**src/rtl/tinycpu_pkg.sv**
```systemverilog
// Shared definitions for the tinycpu boot loader: loader state encoding and
// word/byte packing constants.
package tinycpu_pkg;

    localparam int LOADER_BYTES_PER_WORD = 2;

    typedef enum logic [3:0] {
        IDLE   = 4'd0,
        CNT_HI = 4'd1,
        CNT_LO = 4'd2,
        DAT_HI = 4'd3,
        DAT_LO = 4'd4,
        WRITE  = 4'd5,
        CHK    = 4'd6,
        DONE   = 4'd7,
        ERR    = 4'd8
    } loader_state_t;

    function automatic logic accepts_bytes(input loader_state_t s);
        logic r;
        case (s)
            CNT_HI, CNT_LO, DAT_HI, DAT_LO, CHK: r = 1'b1;
            default:                             r = 1'b0;
        endcase
        return r;
    endfunction

endpackage

```
**src/rtl/ram_loader_fsm.sv**
```systemverilog
// Loader sequencer: header count, big-endian word assembly, write addressing
// and XOR checksum. Status outputs are registered from the next state.
module ram_loader_fsm
    import tinycpu_pkg::*;
#(
    parameter int DWIDTH = 16,
    parameter int AWIDTH = 12,
    parameter int WORDS  = 4096
) (
    input  logic              i_clk,
    input  logic              i_rst,
    input  logic              i_start,
    input  logic              i_in_valid,
    input  logic [7:0]        i_in_data,
    output logic              o_in_ready,
    output logic              o_cpu_hold,
    output logic              o_done,
    output logic              o_err,
    output logic              o_passthru,
    output logic              o_write,
    output logic [AWIDTH-1:0] o_waddr,
    output logic [DWIDTH-1:0] o_word
);

    localparam logic [16:0] WORDS_LIM = 17'(WORDS);

    loader_state_t r_state;
    loader_state_t w_state_nxt;
    logic [15:0]   r_count;
    logic [15:0]   w_count_nxt;
    logic [15:0]   w_cnt_full;
    logic [AWIDTH:0] r_waddr;
    logic [AWIDTH:0] w_waddr_nxt;
    logic [8*LOADER_BYTES_PER_WORD-1:0] r_word;
    logic [8*LOADER_BYTES_PER_WORD-1:0] w_word_nxt;
    logic [7:0]    r_chk;
    logic [7:0]    w_chk_nxt;
    logic          r_in_ready;
    logic          r_cpu_hold;
    logic          r_done;
    logic          r_err;
    logic          w_accept;

    assign w_accept   = i_in_valid & r_in_ready;
    assign w_cnt_full = {r_count[15:8], i_in_data};

    // Next-state and datapath update for one loader step
    always_comb begin
        w_state_nxt = r_state;
        w_count_nxt = r_count;
        w_waddr_nxt = r_waddr;
        w_word_nxt  = r_word;
        w_chk_nxt   = r_chk;
        case (r_state)
            IDLE, DONE, ERR: begin
                if (i_start) begin
                    w_state_nxt = CNT_HI;
                    w_waddr_nxt = '0;
                    w_chk_nxt   = 8'h00;
                end else begin
                    w_state_nxt = r_state;
                end
            end
            CNT_HI: begin
                if (w_accept) begin
                    w_count_nxt = {i_in_data, r_count[7:0]};
                    w_state_nxt = CNT_LO;
                end else begin
                    w_state_nxt = r_state;
                end
            end
            CNT_LO: begin
                if (w_accept) begin
                    w_count_nxt = w_cnt_full;
                    if ({1'b0, w_cnt_full} > WORDS_LIM) begin
                        w_state_nxt = ERR;
                    end else if (w_cnt_full == 16'h0000) begin
                        w_state_nxt = CHK;
                    end else begin
                        w_state_nxt = DAT_HI;
                    end
                end else begin
                    w_state_nxt = r_state;
                end
            end
            DAT_HI: begin
                if (w_accept) begin
                    w_word_nxt[15:8] = i_in_data;
                    w_chk_nxt        = r_chk ^ i_in_data;
                    w_state_nxt      = DAT_LO;
                end else begin
                    w_state_nxt = r_state;
                end
            end
            DAT_LO: begin
                if (w_accept) begin
                    w_word_nxt[7:0] = i_in_data;
                    w_chk_nxt       = r_chk ^ i_in_data;
                    w_state_nxt     = WRITE;
                end else begin
                    w_state_nxt = r_state;
                end
            end
            WRITE: begin
                w_waddr_nxt = r_waddr + {{AWIDTH{1'b0}}, 1'b1};
                w_count_nxt = r_count - 16'd1;
                if (r_count == 16'h0001) begin
                    w_state_nxt = CHK;
                end else begin
                    w_state_nxt = DAT_HI;
                end
            end
            CHK: begin
                if (w_accept) begin
                    if (i_in_data == r_chk) begin
                        w_state_nxt = DONE;
                    end else begin
                        w_state_nxt = ERR;
                    end
                end else begin
                    w_state_nxt = r_state;
                end
            end
            default: w_state_nxt = IDLE;
        endcase
    end

    // State, datapath and registered status outputs
    always_ff @(posedge i_clk or posedge i_rst) begin
        if (i_rst) begin
            r_state    <= IDLE;
            r_count    <= 16'h0000;
            r_waddr    <= '0;
            r_word     <= '0;
            r_chk      <= 8'h00;
            r_in_ready <= 1'b0;
            r_cpu_hold <= 1'b0;
            r_done     <= 1'b0;
            r_err      <= 1'b0;
        end else begin
            r_state    <= w_state_nxt;
            r_count    <= w_count_nxt;
            r_waddr    <= w_waddr_nxt;
            r_word     <= w_word_nxt;
            r_chk      <= w_chk_nxt;
            r_in_ready <= accepts_bytes(w_state_nxt);
            r_cpu_hold <= (w_state_nxt != IDLE) && (w_state_nxt != DONE);
            r_done     <= (w_state_nxt == DONE);
            r_err      <= (w_state_nxt == ERR);
        end
    end

    assign o_in_ready = r_in_ready;
    assign o_cpu_hold = r_cpu_hold;
    assign o_done     = r_done;
    assign o_err      = r_err;
    assign o_passthru = (r_state == IDLE) || (r_state == DONE);
    // The MSB guard never masks a legal write; it only blocks an overrun address.
    assign o_write    = (r_state == WRITE) && !r_waddr[AWIDTH];
    assign o_waddr    = r_waddr[AWIDTH-1:0];
    assign o_word     = r_word;

endmodule

```
**src/rtl/ram_loader.sv**
```systemverilog
// Boot-time program loader owning the RAM write port; the CPU port is passed
// through whenever no load is in progress.
module ram_loader
    import tinycpu_pkg::*;
#(
    parameter int DWIDTH = 16,
    parameter int AWIDTH = 12,
    parameter int WORDS  = 4096
) (
    input  logic              clk,
    input  logic              reset,
    input  logic              start,
    input  logic              in_valid,
    input  logic [7:0]        in_data,
    output logic              in_ready,
    input  logic              cpu_load,
    input  logic [AWIDTH-1:0] cpu_addr,
    input  logic [DWIDTH-1:0] cpu_d,
    output logic              mem_load,
    output logic [AWIDTH-1:0] mem_addr,
    output logic [DWIDTH-1:0] mem_d,
    output logic              cpu_hold,
    output logic              done,
    output logic              err
);

    logic              w_passthru;
    logic              w_write;
    logic [AWIDTH-1:0] w_waddr;
    logic [DWIDTH-1:0] w_word;

    ram_loader_fsm #(
        .DWIDTH (DWIDTH),
        .AWIDTH (AWIDTH),
        .WORDS  (WORDS)
    ) u_fsm (
        .i_clk      (clk),
        .i_rst      (reset),
        .i_start    (start),
        .i_in_valid (in_valid),
        .i_in_data  (in_data),
        .o_in_ready (in_ready),
        .o_cpu_hold (cpu_hold),
        .o_done     (done),
        .o_err      (err),
        .o_passthru (w_passthru),
        .o_write    (w_write),
        .o_waddr    (w_waddr),
        .o_word     (w_word)
    );

    // RAM write-port mux: CPU owns the port unless a load is active
    always_comb begin
        if (w_passthru) begin
            mem_load = cpu_load;
            mem_addr = cpu_addr;
            mem_d    = cpu_d;
        end else begin
            mem_load = w_write;
            mem_addr = w_waddr;
            mem_d    = w_word;
        end
    end

endmodule

```
**config.mk**
```make
export PLATFORM = sky130hd
export DESIGN_NAME = ram_loader
export DESIGN_NICKNAME = d
export VERILOG_FILES = /design/src/rtl/tinycpu_pkg.sv /design/src/rtl/ram_loader_fsm.sv /design/src/rtl/ram_loader.sv
export SDC_FILE = /design/constraint.sdc
export NUM_CORES = 1
export LEC_CHECK = 0
export CAP_MARGIN = 20
export CELL_PAD_IN_SITES_DETAIL_PLACEMENT = 1
export CELL_PAD_IN_SITES_GLOBAL_PLACEMENT = 1
export CORE_MARGIN = 2
export CORE_UTILIZATION = 30
export CTS_BUF_LIST = sky130_fd_sc_hd__clkbuf_8
export DETAILED_ROUTE_END_ITERATION = 7
export PLACE_DENSITY = 0.73
export SYNTH_ARGS = -nofsm -noshare
export SYNTH_HDL_FRONTEND = slang
export SYNTH_SLANG_ARGS = --single-unit
```
**constraint.sdc**
```tcl
create_clock -name clk -period 3.2 [get_ports clk]
set_clock_uncertainty 0.05 [all_clocks]
set_input_delay 0.48 -clock clk [delete_from_list [all_inputs] [get_ports clk]]
set_output_delay 0.48 -clock clk [all_outputs]
set_load 0.005 [all_outputs]
```
==> results.md, run 1 <==
- Power Internal: 2720 uW
- DP HPWL: 8.24 mm
- CTS H-tree lvls: 3
- P&R area growth vs syn: 33.6%
- DRC: 0
- CTS Sinks: 61
- Post-CTS Setup Bufs: 0
- Drt total wl: roughly 11 mm
- Port Buffers: 73
- Async S/R FF share, synth: 100%
- Met2 Resource Use GR: between 20% and 30%
- Sequential power share: between 30 and 40%
- RD Place Congestion: 0.825
- Hold_buf cts: 0
- Die Height: 114 microns
- # IOs: 74
- Cts bufs inserted: 9
- Seq/Total Area, Yosys: 41.8%
- Multi-input logic area: between 2000 and 2500 sq um
- DP Area: ~4700 sq um
- Clock-pin slew on the worst setup and hold paths: roughly 80 ps
- CTS tree: built
- Register area: roughly 1500 sq um
- Post-route cell area: slightly below 5000 sq um
- Setup violations, final: 0
- RSZ-0062 raised after global routing: no
- Sw Ratio: between 30% and 40%
- Clk Latency, worst-skew pair: 350 ps
- Synth warn: 0
- Distinct cell type count after synthesis: 56
- Clock period minus final worst setup slack: 3000 ps
- Slew margin rel.: 43.4%
- Via count: between 3k and 4k
- Crit path launch type: flop
- Req. time, crit path: 2670 ps
- Maximum clock path buffer count: 2
- Busiest grt layer: met2
- Mapped Cells: 379
- GRT Overall Usage: 18.1%
- F_max: about 330 MHz
- Status: finished clean
- P_sw: 1610 uW
- Root Driver: clkbuf_8
- Met3 Track Usage GR: 2.86%
- Vias/cell: 5.50
- Number of flops mapped to enable cells by yosys: 0
- Yosys top cell by area: dfrtp_1
- Met1 Track Usage GR: 23.8%
- Die width: 114 microns
- Final nets: 501
- Core footprint: 12,000 sq um
- WS Path Type: flop to output pin
- Total negative slack: 0 ps
- Cts repair resizes: 0
- Fin. Hold Viols: 0
- Share of the synthesized area in the top cell type: between 40% and 50%
- Post-synth top cells: dfrtp_1, mux2_2, a21oi_1
- PwrDens: between 800 and 900 nW/um^2
- Overflow after GRT: 0
- Slew at the pin with the worst max-slew slack: between 800 and 900 ps
- Initial Util: 30.5%
- Cell Area, Synth: 3650 sq um
- Leak: 0.00193 uW
- First-pass DRT Iterations: 4
- Clock power share: 18.0%
- Ys flop type: dfrtp_1
- Largest net degree at the start of global routing: 57
- Comb pwr share: 50.9%
- HP Class: primary input to asynchronous set/reset pin
- Global-route wire length before repair: between 15 and 20 mm
- Mean Syn Cell Area: about 9.6 sq um
- Most frequent cell after synthesis: dfrtp_1
- FP Rows: 40
- CP Capture Type: output pin
- # diodes: 0
- Antenna viol nets, final: 0
- Layout cells sized above 1: 20.6%
- Final Slew Violations: 0
- Fill cell count: 1,343
- Routed len/inst: 18.4 microns
- Initial antenna violation count: 0
- Worst VDD drop: 364 uV
- Crit-path max FO: 29
- Net Count, Synth: 423
- Synthesis-stage register bit count: ~60
- Number of global-route vias before repair: 3,584
- Max_cap viols: 0
- Arr. time, crit path: 2470 ps
- Top cells by area, synth: dfrtp_1, mux2_2, a21oi_1, nand2_1, o21ai_0
- Final Cycle Share: 93.6%
- Die area: 13,100 sq um
- DRT iter0 DRCs: 236
==> sequential cells by signal (all words and copies together) (netlist names) <==
register,cells
u_fsm.r_waddr,13
u_fsm.o_word,16
u_fsm.o_in_ready,1
u_fsm.r_state,4
u_fsm.r_count,16
u_fsm.o_cpu_hold,1
u_fsm.o_err,1
u_fsm.o_done,1
u_fsm.r_chk,8
==> path summary, 6_finish.rpt <==
kind	from	end	slack, ps	cells after the start
worst max register to register	u_fsm.r_count[3]$_DFFE_PP0P_	u_fsm.o_cpu_hold$_DFF_PP0_	590	6
min in group clk	u_fsm.r_waddr[12]$_DFFE_PP0P_	u_fsm.r_waddr[12]$_DFFE_PP0P_	440	1
worst min register to register	u_fsm.r_waddr[12]$_DFFE_PP0P_	u_fsm.r_waddr[12]$_DFFE_PP0P_	440	1
worst max-delay path	u_fsm.r_state[1]$_DFF_PP0_	mem_addr[11]	200	6
max in group asynchronous	reset	u_fsm.r_chk[0]$_DFFE_PP0P_	2280	3
worst min-delay path	reset	u_fsm.r_waddr[9]$_DFFE_PP0P_	290	2
==> cell usage in the layout, fill, tap and decap left out, types with 5 or more instances in the layout <==
cell / n
clkbuf_8: 9
nand4_1: 7
clkdlybuf4s50_1: 73
nor4_1: 5
nor3_1: 8
o21ai_0: 23
dfrtp_1: 61
xnor2_1: 8
nand2_1: 31
buf_4: 20
nand3_1: 17
nor2_1: 13
mux2_2: 44
o211ai_1: 7
a21oi_1: 33
o21ai_1: 9
==> cell families after synthesis <==
logic type / count (synthesis) / synth area share (%)
AO/OA/AOI/OAI: 105 / 17.8
AND/OR/NAND/NOR: 120 / 18.7
multiplexers: 47 / 14.4
buffers and inverters: 32 / 3.67
adder cells (fa/ha/maj): 3 / 1.03
flip-flops: 61 / 41.8
XOR/XNOR: 11 / 2.64
==> metal layers <==
layer	vias up	share of wire, %	wire, microns
li1	1559	-	-
met1	1710	44	4980
met2	61	50	5600
met3	17	3.4	383
met4	0	2.1	235
met5	-	0	0
==> layout make-up <==
class	instances	share of cell area (%)
well taps	147	3.77
repair buffers	95	18.9
multi-input cells	286	41.2
clock inverters	7	2.03
clock buffers	9	2.54
flip-flops and latches	61	31.3
inverters	4	0.308
==> critical path: stages, from the launching register on <==
cell and delay (ps):
dfrtp_1 480, nor3_1 330, nor2_1 110, nor2_2 150
buf_12 210, mux2_2 360, clkdlybuf4s50_1 470
==> metrics by stage <==
stage | cells | hold WS [ps] | setup WS [ps] | utilization [%] | total power, uW
CTS | 609 | 285 | 191 | 40.8 | 4370
global route | 609 | 295 | 109 | 40.8 | 4640
detailed placement | 593 | 427 | 124 | 38.9 | 3560
floorplan | 379 | 390 | 641 | - | 2570
global placement | 593 | 412 | 166 | 38.9 | 3480
finish | 609 | 290 | 204 | 40.8 | 4320
==> power by group through the flow <==
| stage | clock, uW | combinational, uW | sequential [uW] |
|---|---|---|---|
| global route | 839 | 2420 | 1390 |
| global placement | 0 | 2140 | 1330 |
| finish | 780 | 2200 | 1350 |
| detailed placement | 0 | 2210 | 1350 |
| floorplan | 0 | 1310 | 1260 |
| CTS | 799 | 2230 | 1340 |
(Power assumes the default switching activity.)
==> inputs of run 2 (changes only) <==
ABC_AREA = 1   (was default)
PLACE_DENSITY = 0.76   (was 0.73)
==> results.md, run 2 <==
- Status: finished clean
- Worst R2R Path Depth: 12
- RSZ-0062 raised after global routing: no
- Synth warn: 0
- Initial antenna violation count: 0
- Crit-path cells: nand2_1 -> nor2_1 -> a21oi_2 -> inv_4 -> nand2_1 -> o21ai_0 -> clkdlybuf4s50_1
- Setup violations, final: 0
- Largest family of logic cells by synthesized area: simple AND/OR/NAND/NOR gates
- Initial Util: 30.4%
- Critical Path Most Common Cell: nand2_1
- Mean Syn Cell Area: ~7.2 sq um
- Number of global-route vias before repair: 3,879
- Die width: between 100 and 150 microns
- Overflow after GRT: 0
- Total negative slack: 0 ps
- Post-Synth XOR/XNOR Area: 1.15%
- Hold Slack: 395 ps
- Antenna viol nets, final: 0
- Core footprint: 12,500 sq um
- Critical path's slowest cell: clkdlybuf4s50_1
- Worst Setup SP: u_fsm.r_state[0]$_DFF_PP0_
- Yosys top cell by area: dfrtp_1
- Final Cycle Share: a little under nine tenths
- Cell Area, Synth: 3790 sq um
- Worst setup margin: 448 ps
- CP Capture Type: output pin
- Crit path launch type: flop
- Global-route wire length before repair: ~19 mm
- Reg-to-reg critical path endpoint: u_fsm.o_cpu_hold$_DFF_PP0_
- DP HPWL: 8.50 mm
- FP Rows: 41
- Arr. time, crit path: 2220 ps
- F_max: approximately 360 MHz
- WS Path Type: flop to output pin
- Worst VDD drop: a little under 300 uV
- Final Slew Violations: 0
- Mapped Cells: 530
- Share of the synthesized area in the top cell type: 40.2%
- Compound-Gate Fraction of Synth Area: between 10% and 20%
- Distinct cell type count after synthesis: 42
- Root Driver: clkbuf_8
- CTS tree: built
- CP max stage delay: 540 ps
- Most frequent cells in the layout: nand2_1, clkdlybuf4s50_1, o21ai_0, dfrtp_1, inv_1
- Register area: 1530 sq um
- CTS H-tree lvls: 3
- Ys flop type: dfrtp_1
- Number of flops mapped to enable cells by yosys: 0
- Commonest non-fill, non-tap cell in the layout: nand2_1
- Final nets: 650
- Leak: 0.00227 uW
- Clock period minus final worst setup slack: 2750 ps
- Reg2Reg Launch Point: u_fsm.r_state[2]$_DFF_PP0_
- Largest net degree at the start of global routing: 45
- Fin. Hold Viols: 0
- Post-place setup slack: 599 ps
- Cts bufs inserted: 9
- Reg-to-reg slack, setup: 940 ps
- # diodes: 0
- Async S/R FF share, synth: 100%
- P&R area growth vs syn: 28.0%
- RD Place Congestion: 0.888
- Area share of and/or/nand/nor cells after synthesis: 32.5%
- Vias/cell: 4.83
- GRT Overall Usage: ~18%
- Crit-path max FO: 44
- Maximum clock path buffer count: 2
- # IOs: 74
- Fraction of the mapped netlist area in adder cells: 0.989%
- DRC: 0
- Drt total wl: 11.4 mm
- Net Count, Synth: 574
- Fill cell count: between 1.5k and 2k
- Slew margin rel.: 69.8%
- CP Capture Point: mem_addr[4]
- Via count: 3,769
- PwrDens: 800 nW/um^2
- Die Height: 116 microns
- Layout cells sized above 1: 9.36%
- Routed len/inst: 14.6 microns
- Seq/Total Area, Yosys: roughly two fifths
- Die area: 13,600 sq um
- HP Class: primary input to asynchronous set/reset pin
- Top cells by area, synth: dfrtp_1, nand2_1, o21ai_0, inv_1, nor2_1
- Req. time, crit path: 2670 ps
- CTS Sinks: 61
- Post-synth top cells: nand2_1, o21ai_0, dfrtp_1
- Max_cap viols: 0
- First-pass DRT Iterations: 4
- Slew at the pin with the worst max-slew slack: 451 ps
- Multiplexer share of the synthesized area: less than 1%
- Port Buffers: 73
- Synthesis-stage register bit count: 61
- Most frequent cell after synthesis: nand2_1
- Clock-pin slew on the worst setup and hold paths: 60 ps
- Multi-input logic area: approximately 1900 sq um
- DRT iter0 DRCs: 145
- Clk Latency, worst-skew pair: 350 ps
run 2: routing by layer:
| metal | share of wire (%) | wire, microns | vias up | global-route usage [%] |
|---|---|---|---|---|
| li1 | - | - | 1853 | - |
| met1 | 46 | 5270 | 1832 | 22.9 |
| met2 | 48 | 5440 | 71 | 30.0 |
| met3 | 4.4 | 501 | 13 | 2.70 |
| met4 | 1.5 | 165 | 0 | 6.59 |
| met5 | 0 | 0 | - | 0 |
run 2: worst max-delay path, delay by kind of cell, from the launching register on:
kind / cells / cell delay, ps
and+or+nand+nor: 3 / 370
buffers and inverters: 2 / 840
AOI/OAI and AO/OA: 2 / 160
DFF: 1 / 480
run 2: layout make-up:
type	instances	area share, %
multi-input combinational	390	39.7
tap	172	4.43
clock buffer	11	3.12
sequential	61	31.4
timing repair buffer	78	15.8
clock inverter	3	0.283
inverter	66	5.20
run 2: cells by family (layout without fill, tap and decap cells):
group,count (synthesis),count (layout)
adder cells (fa/ha/maj),3,3
XOR/XNOR,5,5
flip-flops,61,61
AND/OR/NAND/NOR,277,277
multiplexers,1,1
AO/OA/AOI/OAI,104,104
buffers and inverters,79,158
run 2: power by group:
group | switching [uW] | internal [uW] | total [uW]
logic | 1140 | 878 | 2020
registers | 219 | 1040 | 1250
clock network | 305 | 309 | 614
total | 1660 | 2220 | 3890
run 2: worst min path at each step:
stage	end	cells after the start	startpoint	slack [ps]
after global placement	u_fsm.r_waddr[7]$_DFFE_PP0P_	1	u_fsm.r_waddr[7]$_DFFE_PP0P_	400
after CTS	u_fsm.r_waddr[6]$_DFFE_PP0P_	2	reset	410
final	u_fsm.o_word[0]$_DFFE_PP0P_	2	reset	390
after detailed placement	u_fsm.r_waddr[7]$_DFFE_PP0P_	1	u_fsm.r_waddr[7]$_DFFE_PP0P_	420
after global routing	u_fsm.r_waddr[3]$_DFFE_PP0P_	2	reset	440
after floorplan	u_fsm.r_waddr[12]$_DFFE_PP0P_	1	u_fsm.r_waddr[12]$_DFFE_PP0P_	390
run 2: through the flow:
step	utilization, %	cells	area, sq um	total power, uW
global placement	37.6	767	4690	3200
detailed placement	37.6	767	4690	3300
finish	39.0	781	4860	3890
global route	39.0	781	4860	4240
floorplan	-	530	3790	2470
CTS	39.0	781	4860	3930
run 2: timing repair:
action | CTS | global route
setup endpoints to repair | 0 | 4
buffers inserted | 0 | 0
hold endpoints to repair | 0 | 0
hold buffers | 0 | 0
gates resized for setup | 0 | 2
